[src/rtl/jts16b_pkg.sv]
// Shared System 16B definitions: ADC sequencer states, channel codes and
// the signed-to-offset-binary conversion used by the analog inputs.
package jts16b_pkg;

    typedef enum logic [1:0] {
        IDLE  = 2'd0,
        CONV  = 2'd1,
        READY = 2'd2
    } adc_state_t;

    localparam logic [1:0] CH_SUM = 2'd0;
    localparam logic [1:0] CH_P1  = 2'd1;
    localparam logic [1:0] CH_P2  = 2'd2;
    localparam logic [1:0] CH_FF  = 2'd3;

    // Two's complement to offset binary: flip the sign bit.
    function automatic logic [7:0] to_offset(input logic signed [7:0] v);
        return {~v[7], v[6:0]};
    endfunction

endpackage

[src/rtl/jts16b_adc_seq_if.sv]
// CPU-side access bus and analog inputs of the System 16B ADC sequencer.
interface jts16b_adc_seq_if;
    logic              cs;
    logic              we;
    logic [1:0]        ch;
    logic signed [7:0] ana1_y;
    logic signed [7:0] ana2_y;
    logic [7:0]        dout;
    logic              busy;

    modport master (
        output cs, we, ch, ana1_y, ana2_y,
        input  dout, busy
    );

    modport slave (
        input  cs, we, ch, ana1_y, ana2_y,
        output dout, busy
    );
endinterface

[src/rtl/jts16b_adc_src.sv]
// Combinational ADC channel mux. JTS16B_ADC_SAT_EN selects a saturated
// player sum on channel 0; otherwise channel 0 uses the halved sum.
module jts16b_adc_src
    import jts16b_pkg::*;
(
    input  logic [1:0]        i_ch,
    input  logic signed [7:0] i_ana1_y,
    input  logic signed [7:0] i_ana2_y,
    output logic [7:0]        o_samp
);

    logic signed [8:0] w_sum;
    logic signed [7:0] w_red;

    assign w_sum = $signed({i_ana1_y[7], i_ana1_y}) + $signed({i_ana2_y[7], i_ana2_y});

`ifdef JTS16B_ADC_SAT_EN
    // Overflow shows up as disagreement between the two top sum bits.
    function automatic logic signed [7:0] sat8(input logic signed [8:0] v);
        if (v[8] != v[7])
            return v[8] ? 8'sh80 : 8'sh7f;
        return v[7:0];
    endfunction

    assign w_red = sat8(w_sum);
`else
    assign w_red = w_sum[8:1];
`endif

    always_comb begin
        o_samp = 8'hff;
        case (i_ch)
            CH_SUM:  o_samp = to_offset(w_red);
            CH_P1:   o_samp = to_offset(i_ana1_y);
            CH_P2:   o_samp = to_offset(i_ana2_y);
            CH_FF:   o_samp = 8'hff;
            default: o_samp = 8'hff;
        endcase
    end

endmodule

[src/rtl/jts16b_adc_seq.sv]
// System 16B serial ADC sequencer: a CPU write starts a timed conversion,
// each later read returns one result bit MSB-first. Option: JTS16B_ADC_SAT_EN.
module jts16b_adc_seq
    import jts16b_pkg::*;
#(
    parameter int CONV_CYC = 64,
    parameter int CW       = 7
) (
    input  logic             clk,
    input  logic             rst,
    jts16b_adc_seq_if.slave  bus
);

    localparam logic [CW-1:0] LAST = CW'(CONV_CYC - 1);

    adc_state_t  r_state, w_state_nx;
    logic        r_cs_l;
    logic        r_rd_pend;
    logic [1:0]  r_ch;
    logic [CW-1:0] r_cnt;
    logic [7:0]  r_samp;
    logic [7:0]  r_shift;
    logic [3:0]  r_bitcnt;
    logic [7:0]  r_dout;

    logic        w_rise, w_fall, w_rd, w_wr;
    logic [1:0]  w_ch;
    logic [7:0]  w_src;

    assign w_rise = bus.cs & ~r_cs_l;
    assign w_fall = ~bus.cs & r_cs_l;
    assign w_rd   = w_rise & ~bus.we;
    assign w_wr   = w_rise & bus.we;
    assign w_ch   = w_wr ? bus.ch : r_ch;

    jts16b_adc_src u_src (
        .i_ch     (w_ch),
        .i_ana1_y (bus.ana1_y),
        .i_ana2_y (bus.ana2_y),
        .o_samp   (w_src)
    );

    always_ff @(posedge clk or posedge rst) begin
        if (rst) r_state <= IDLE;
        else     r_state <= w_state_nx;
    end

    always_comb begin
        w_state_nx = r_state;
        case (r_state)
            IDLE:  if (w_wr) w_state_nx = CONV;
            CONV:  if (!w_wr && r_cnt == LAST) w_state_nx = READY;
            READY: begin
                if (w_wr)
                    w_state_nx = CONV;
                else if (w_fall && r_rd_pend && r_bitcnt == 4'd1)
                    w_state_nx = IDLE;
            end
            default: w_state_nx = IDLE;
        endcase
    end

    // Bits advance on the falling edge of a read so long accesses yield one bit.
    always_ff @(posedge clk or posedge rst) begin
        if (rst) begin
            r_cs_l    <= 1'b0;
            r_rd_pend <= 1'b0;
            r_ch      <= 2'd0;
            r_cnt     <= '0;
            r_samp    <= 8'h00;
            r_shift   <= 8'h00;
            r_bitcnt  <= 4'd0;
            r_dout    <= 8'h00;
        end else begin
            r_cs_l <= bus.cs;
            if (w_wr) begin
                r_ch      <= bus.ch;
                r_samp    <= w_src;
                r_cnt     <= '0;
                r_rd_pend <= 1'b0;
            end else begin
                case (r_state)
                    IDLE: begin
                        if (w_rd) r_dout <= 8'h00;
                    end
                    CONV: begin
                        r_cnt <= r_cnt + CW'(1);
                        if (w_rd) r_dout <= 8'h01;
                        if (r_cnt == LAST) begin
                            r_shift  <= r_samp;
                            r_bitcnt <= 4'd8;
                        end
                    end
                    READY: begin
                        if (w_rd) begin
                            r_dout    <= {7'd0, r_shift[7]};
                            r_rd_pend <= 1'b1;
                        end else if (w_fall && r_rd_pend) begin
                            r_shift   <= {r_shift[6:0], 1'b0};
                            r_bitcnt  <= r_bitcnt - 4'd1;
                            r_rd_pend <= 1'b0;
                        end
                    end
                    default: ;
                endcase
            end
        end
    end

    assign bus.dout = r_dout;
    assign bus.busy = (r_state == CONV);

endmodule

[src/flat_wrapper.sv]
// flat-port wrapper written by rule: the top's interface ports become plain ports
module jts16b_adc_seq_flat import jts16b_pkg::*;
#(
    parameter int CONV_CYC = 64,
    parameter int CW       = 7
)
  (clk, rst, bus_cs, bus_we, bus_ch, bus_ana1_y, bus_ana2_y, bus_dout, bus_busy);
  jts16b_adc_seq_if bus_i ();
  input  logic clk;
  input  logic rst;
  input wire logic [$bits(bus_i.cs)-1:0] bus_cs;
  input wire logic [$bits(bus_i.we)-1:0] bus_we;
  input wire logic [$bits(bus_i.ch)-1:0] bus_ch;
  input wire logic [$bits(bus_i.ana1_y)-1:0] bus_ana1_y;
  input wire logic [$bits(bus_i.ana2_y)-1:0] bus_ana2_y;
  output wire logic [$bits(bus_i.dout)-1:0] bus_dout;
  output wire logic [$bits(bus_i.busy)-1:0] bus_busy;
  assign bus_i.cs = bus_cs;
  assign bus_i.we = bus_we;
  assign bus_i.ch = bus_ch;
  assign bus_i.ana1_y = bus_ana1_y;
  assign bus_i.ana2_y = bus_ana2_y;
  assign bus_dout = bus_i.dout;
  assign bus_busy = bus_i.busy;
  jts16b_adc_seq #(.CONV_CYC(CONV_CYC), .CW(CW)) u_core (.clk(clk), .rst(rst), .bus(bus_i));
endmodule
[config.mk]
export PLATFORM = sky130hd
export DESIGN_NAME = jts16b_adc_seq_flat
export DESIGN_NICKNAME = d
export VERILOG_FILES = /design/src/rtl/jts16b_pkg.sv /design/src/rtl/jts16b_adc_seq_if.sv /design/src/rtl/jts16b_adc_src.sv /design/src/rtl/jts16b_adc_seq.sv /design/src/flat_wrapper.sv
export SDC_FILE = /design/constraint.sdc
export NUM_CORES = 1
export LEC_CHECK = 0
export ABC_AREA = 1
export CORE_AREA = 2 2 81 83
export CTS_CLUSTER_SIZE = 20
export DETAILED_ROUTE_END_ITERATION = 6
export DIE_AREA = 0 0 83 85
export GPL_ROUTABILITY_DRIVEN = 1
export GPL_TIMING_DRIVEN = 0
export PLACE_DENSITY = 0.7
export SETUP_SLACK_MARGIN = 0.4
export SLEW_MARGIN = 25
export SYNTH_ARGS = -nofsm -noshare
export SYNTH_HDL_FRONTEND = slang
export SYNTH_HIERARCHICAL = 1
export SYNTH_SLANG_ARGS = --single-unit
[constraint.sdc]
create_clock -name clk -period 1.7 [get_ports clk]
set_input_delay 0.255 -clock clk [delete_from_list [all_inputs] [get_ports clk]]
set_output_delay 0.255 -clock clk [all_outputs]
set_load 0.03 [all_outputs]
==> summary.md <==
| Metric | Value |
|---|---|
| Area grow syn2layout | `50.5%` |
| Synth cell types | `28` |
| IO Pins | `31` |
| Fmax achieved | `548 MHz` |
| Initial DRC Count | `92` |
| CTS H-tree lvls | `2` |
| Avg Cell Area, Syn | `6.80 sq um` |
| Max Cap Violations | `0` |
| Critical Path Source Type | `register` |
| DRC Markers | `0` |
| Routability cong. | `0.844` |
| Initial antenna violation count | `0` |
| Hold path cells | `1` |
| Fraction of registers with async set/reset | `100%` |
| Worst EP arrival | `2.05 ns` |
| Top cells by area, synth | `dfrtp_1 (36%), nand2_1 (23%), ha_1 (7.3%)` |
| Post-layout util | `58.0%` |
| Final hold vios | `0` |
| WL per Instance | `12.6 microns` |
| CTS sink count | `34` |
| Worst Hold Launch | `bus_cs` |
| RSZ-0062 raised after global routing | `true` |
| Largest area contributor in the netlist | `dfrtp_1` |
| Sequential area share after synthesis | `35.6%` |
| Critical Path RT | `1.93 ns` |
| # hold bufs at CTS | `0` |
| Reg2Reg Setup Slack | `-0.12 ns` |
| Failing checks | `setup timing` |
| Die area | `7060 sq um` |
| Inserted Clock Buffers | `5` |
| Initial Utilization | `38.6%` |
| Worst hold path class | `in2reg` |
| Worst Max-Slew Pin Slew | `0.712 ns` |
| Status | `finished, violations left` |
| Yosys warnings | `6` |
| Share of post-route cells with drive strength above 1 | `34.4%` |
| Skew-Pair Late Insertion Delay | `0.30 ns` |
| Met3 routed WL | `196 microns` |
| First-pass GRT wire length | `10.1 mm` |
| Critical Path End Type | `register` |
| M1 WL | `2.64 mm` |
| Mapped cell area | `2390 sq um` |
| Vias after detailed routing | `2427` |
| Slew HR | `52.5%` |
| Pwr/cell area | `1280 nW/um^2` |
| Die Wd | `83 microns` |
| Total wire length | `6.35 mm` |
| CP Max Fanout | `7` |
| Layout Cells excl Fill | `502` |
| Clk buf depth | `2` |
| ANT cells | `0` |
| Die Height | `85 microns` |
| Via/cell ratio | `4.83` |
| Vias in the first global route | `2285` |
| Placed Cells | `458` |
| CP Class | `reg2reg` |
| Synth Instances | `352` |
| Highest metal used | `met4` |
| Root buffer cell | `clkbuf_8` |
| Storage cell area | `855 sq um` |
| Post-route antenna net violation count | `0` |
| Core footprint | `6200 sq um` |
| Final Cycle Share | `107%` |
| Fillcell total | `554` |
| Lkg Pwr | `0.00183 uW` |
| Worst IR Drop VDD | `0.000613 V` |
| Nets | `461` |
| Clock transition at path regs | `0.08 ns` |
| Post-synthesis register bit count | `34` |
| Row cnt | `29` |
| DR pass1 iterations | `4` |
| Crit path time final | `1.82 ns` |
| Fin Setup TNS | `-0.914 ns` |
| Final count of pins violating max slew | `0` |
| Number of synthesized flops with an enable pin | `0` |
| CTS tree | `done` |
| Clk_skew | `0.0105 ns` |
| R2r worst-path depth | `12` |
| Detail Placement HPWL | `3.79 mm` |
| Largest net degree at the start of global routing | `35` |
| Final worst setup slack | `-0.125 ns` |
| Hold endpoint | `u_core/r_cs_l` |
| GRT overflow | `0` |
| GR Util All Layers | `17.2%` |
| IO buf count | `23` |
| Dominant synthesized flop cell | `dfrtp_1` |
| Multi-input gate area in the final layout | `1630 sq um` |
| Wire length on met2 | `3.34 mm` |
| Worst r2r src | `u_core/r_cs_l` |
| Final setup fails | `19` |
| Yosys top cell area share | `35.6%` |
| Reg2reg end | `u_core/r_samp[1]` |
metal layers:
metal  track usage (%)  vias up
li1                  -     1234
met1              20.8     1124
met3              2.33       13
met5                 0        -
met4              5.66        0
met2              31.7       56
cells by family (layout without fill, tap and decap cells):
group	Yosys count	in the layout	share of synthesized area (%)
AND/OR/NAND/NOR	220	220	38.9
buffers and inverters	53	120	10.6
flip-flops	34	34	35.6
AO/OA/AOI/OAI	28	28	6.28
adder cells (fa/ha/maj)	15	15	8.16
other	1	7	0.157
XOR/XNOR	1	1	0.366
flip-flops by register name, indices dropped and copies added, names as in the netlist:
| signal | count |
|---|---|
| u_core/r_state | 2 |
| u_core/r_ch | 2 |
| u_core/r_rd_pend | 1 |
| u_core/r_samp | 8 |
| u_core/r_cnt | 7 |
| u_core/r_shift | 8 |
| u_core/r_cs_l | 1 |
| u_core/r_bitcnt | 4 |
| u_core/bus.dout | 1 |
critical path, stage by stage (launching register included):
cell,delay (ns)
dfrtp_1,0.42
nor2_2,0.13
nand2_1,0.11
buf_6,0.13
buf_6,0.11
nand2_2,0.06
nand2_2,0.06
buf_6,0.13
nor2_4,0.22
nand2_1,0.10
o22ai_2,0.17
nand2_1,0.06
nand2_1,0.05
per-stage QoR:
step / power [uW] / cell area, sq um / hold WS (ns) / setup WS [ns]
2_1_floorplan: 2610 / 2470 / 0.286 / 0.0761
3_3_place_gp: 2960 / 2800 / 0.454 / -0.589
3_5_place_dp: 3010 / 2800 / 0.465 / -0.598
4_1_cts: 4290 / 3370 / 0.252 / -0.0161
5_1_grt: 4950 / 3600 / 0.293 / -0.201
6_report: 4620 / 3600 / 0.286 / -0.125
power breakdown:
| group | total, uW | internal (uW) | switching [uW] |
|---|---|---|---|
| clock | 629 | 327 | 302 |
| sequential | 1310 | 1070 | 234 |
| combinational | 2690 | 1270 | 1410 |
| total | 4620 | 2670 | 1950 |
final cells by class:
type | count | area share [%]
tap | 77 | 2.68
multi-input combinational | 271 | 45.2
inverter | 35 | 4.20
sequential | 34 | 23.7
clock buffer | 7 | 2.40
buffer | 18 | 4.90
timing repair buffer | 59 | 16.8
clock inverter | 1 | 0.139
how the worst max path moves through the flow:
stage                  start                to  slack (ns)
2_1_floorplan  u_core/r_cs_l  u_core/r_samp[1]        0.08
5_1_grt        u_core/r_cs_l  u_core/r_samp[1]       -0.20
3_3_place_gp          bus_cs  u_core/r_samp[1]       -0.59
3_5_place_dp          bus_cs  u_core/r_samp[1]       -0.60
6_report       u_core/r_cs_l  u_core/r_samp[1]       -0.12
4_1_cts        u_core/r_cs_l  u_core/r_samp[7]       -0.02
synthesized netlist by cell type (2+ instances only):
cell        n
a21oi_1    13
buf_2       7
buf_4      10
dfrtp_1    34
ha_1       14
inv_1      33
inv_2       2
nand2_1   149
nand2_2     6
nand3_1    29
nand3b_1    3
nor2_1     23
nor2_4      2
nor3_1      2
o21ai_0     8
o21ai_1     4
o22ai_1     2
placed cells by master (no fill, tap or decap), drive strengths merged, types with 2 or more instances in the layout:
cell           count
nand2            155
clkdlybuf4s50     18
clkinv             2
o22ai              3
nand3             30
nor2              26
a21oi             13
inv               34
dfrtp             34
conb               7
ha                14
clkbuf             8
nor3               2
nand3b             3
buf               54
dlygate4sd2        3
o21ai             12
repair_timing:
| action | CTS | global route |
|---|---|---|
| cloned | 3 | 1 |
| setup endpoints to repair | 30 | 34 |
| pin swaps | 35 | 24 |
| gates resized for setup | 90 | 39 |
| buffers inserted | 25 | 7 |
(Power assumes the default switching activity.)
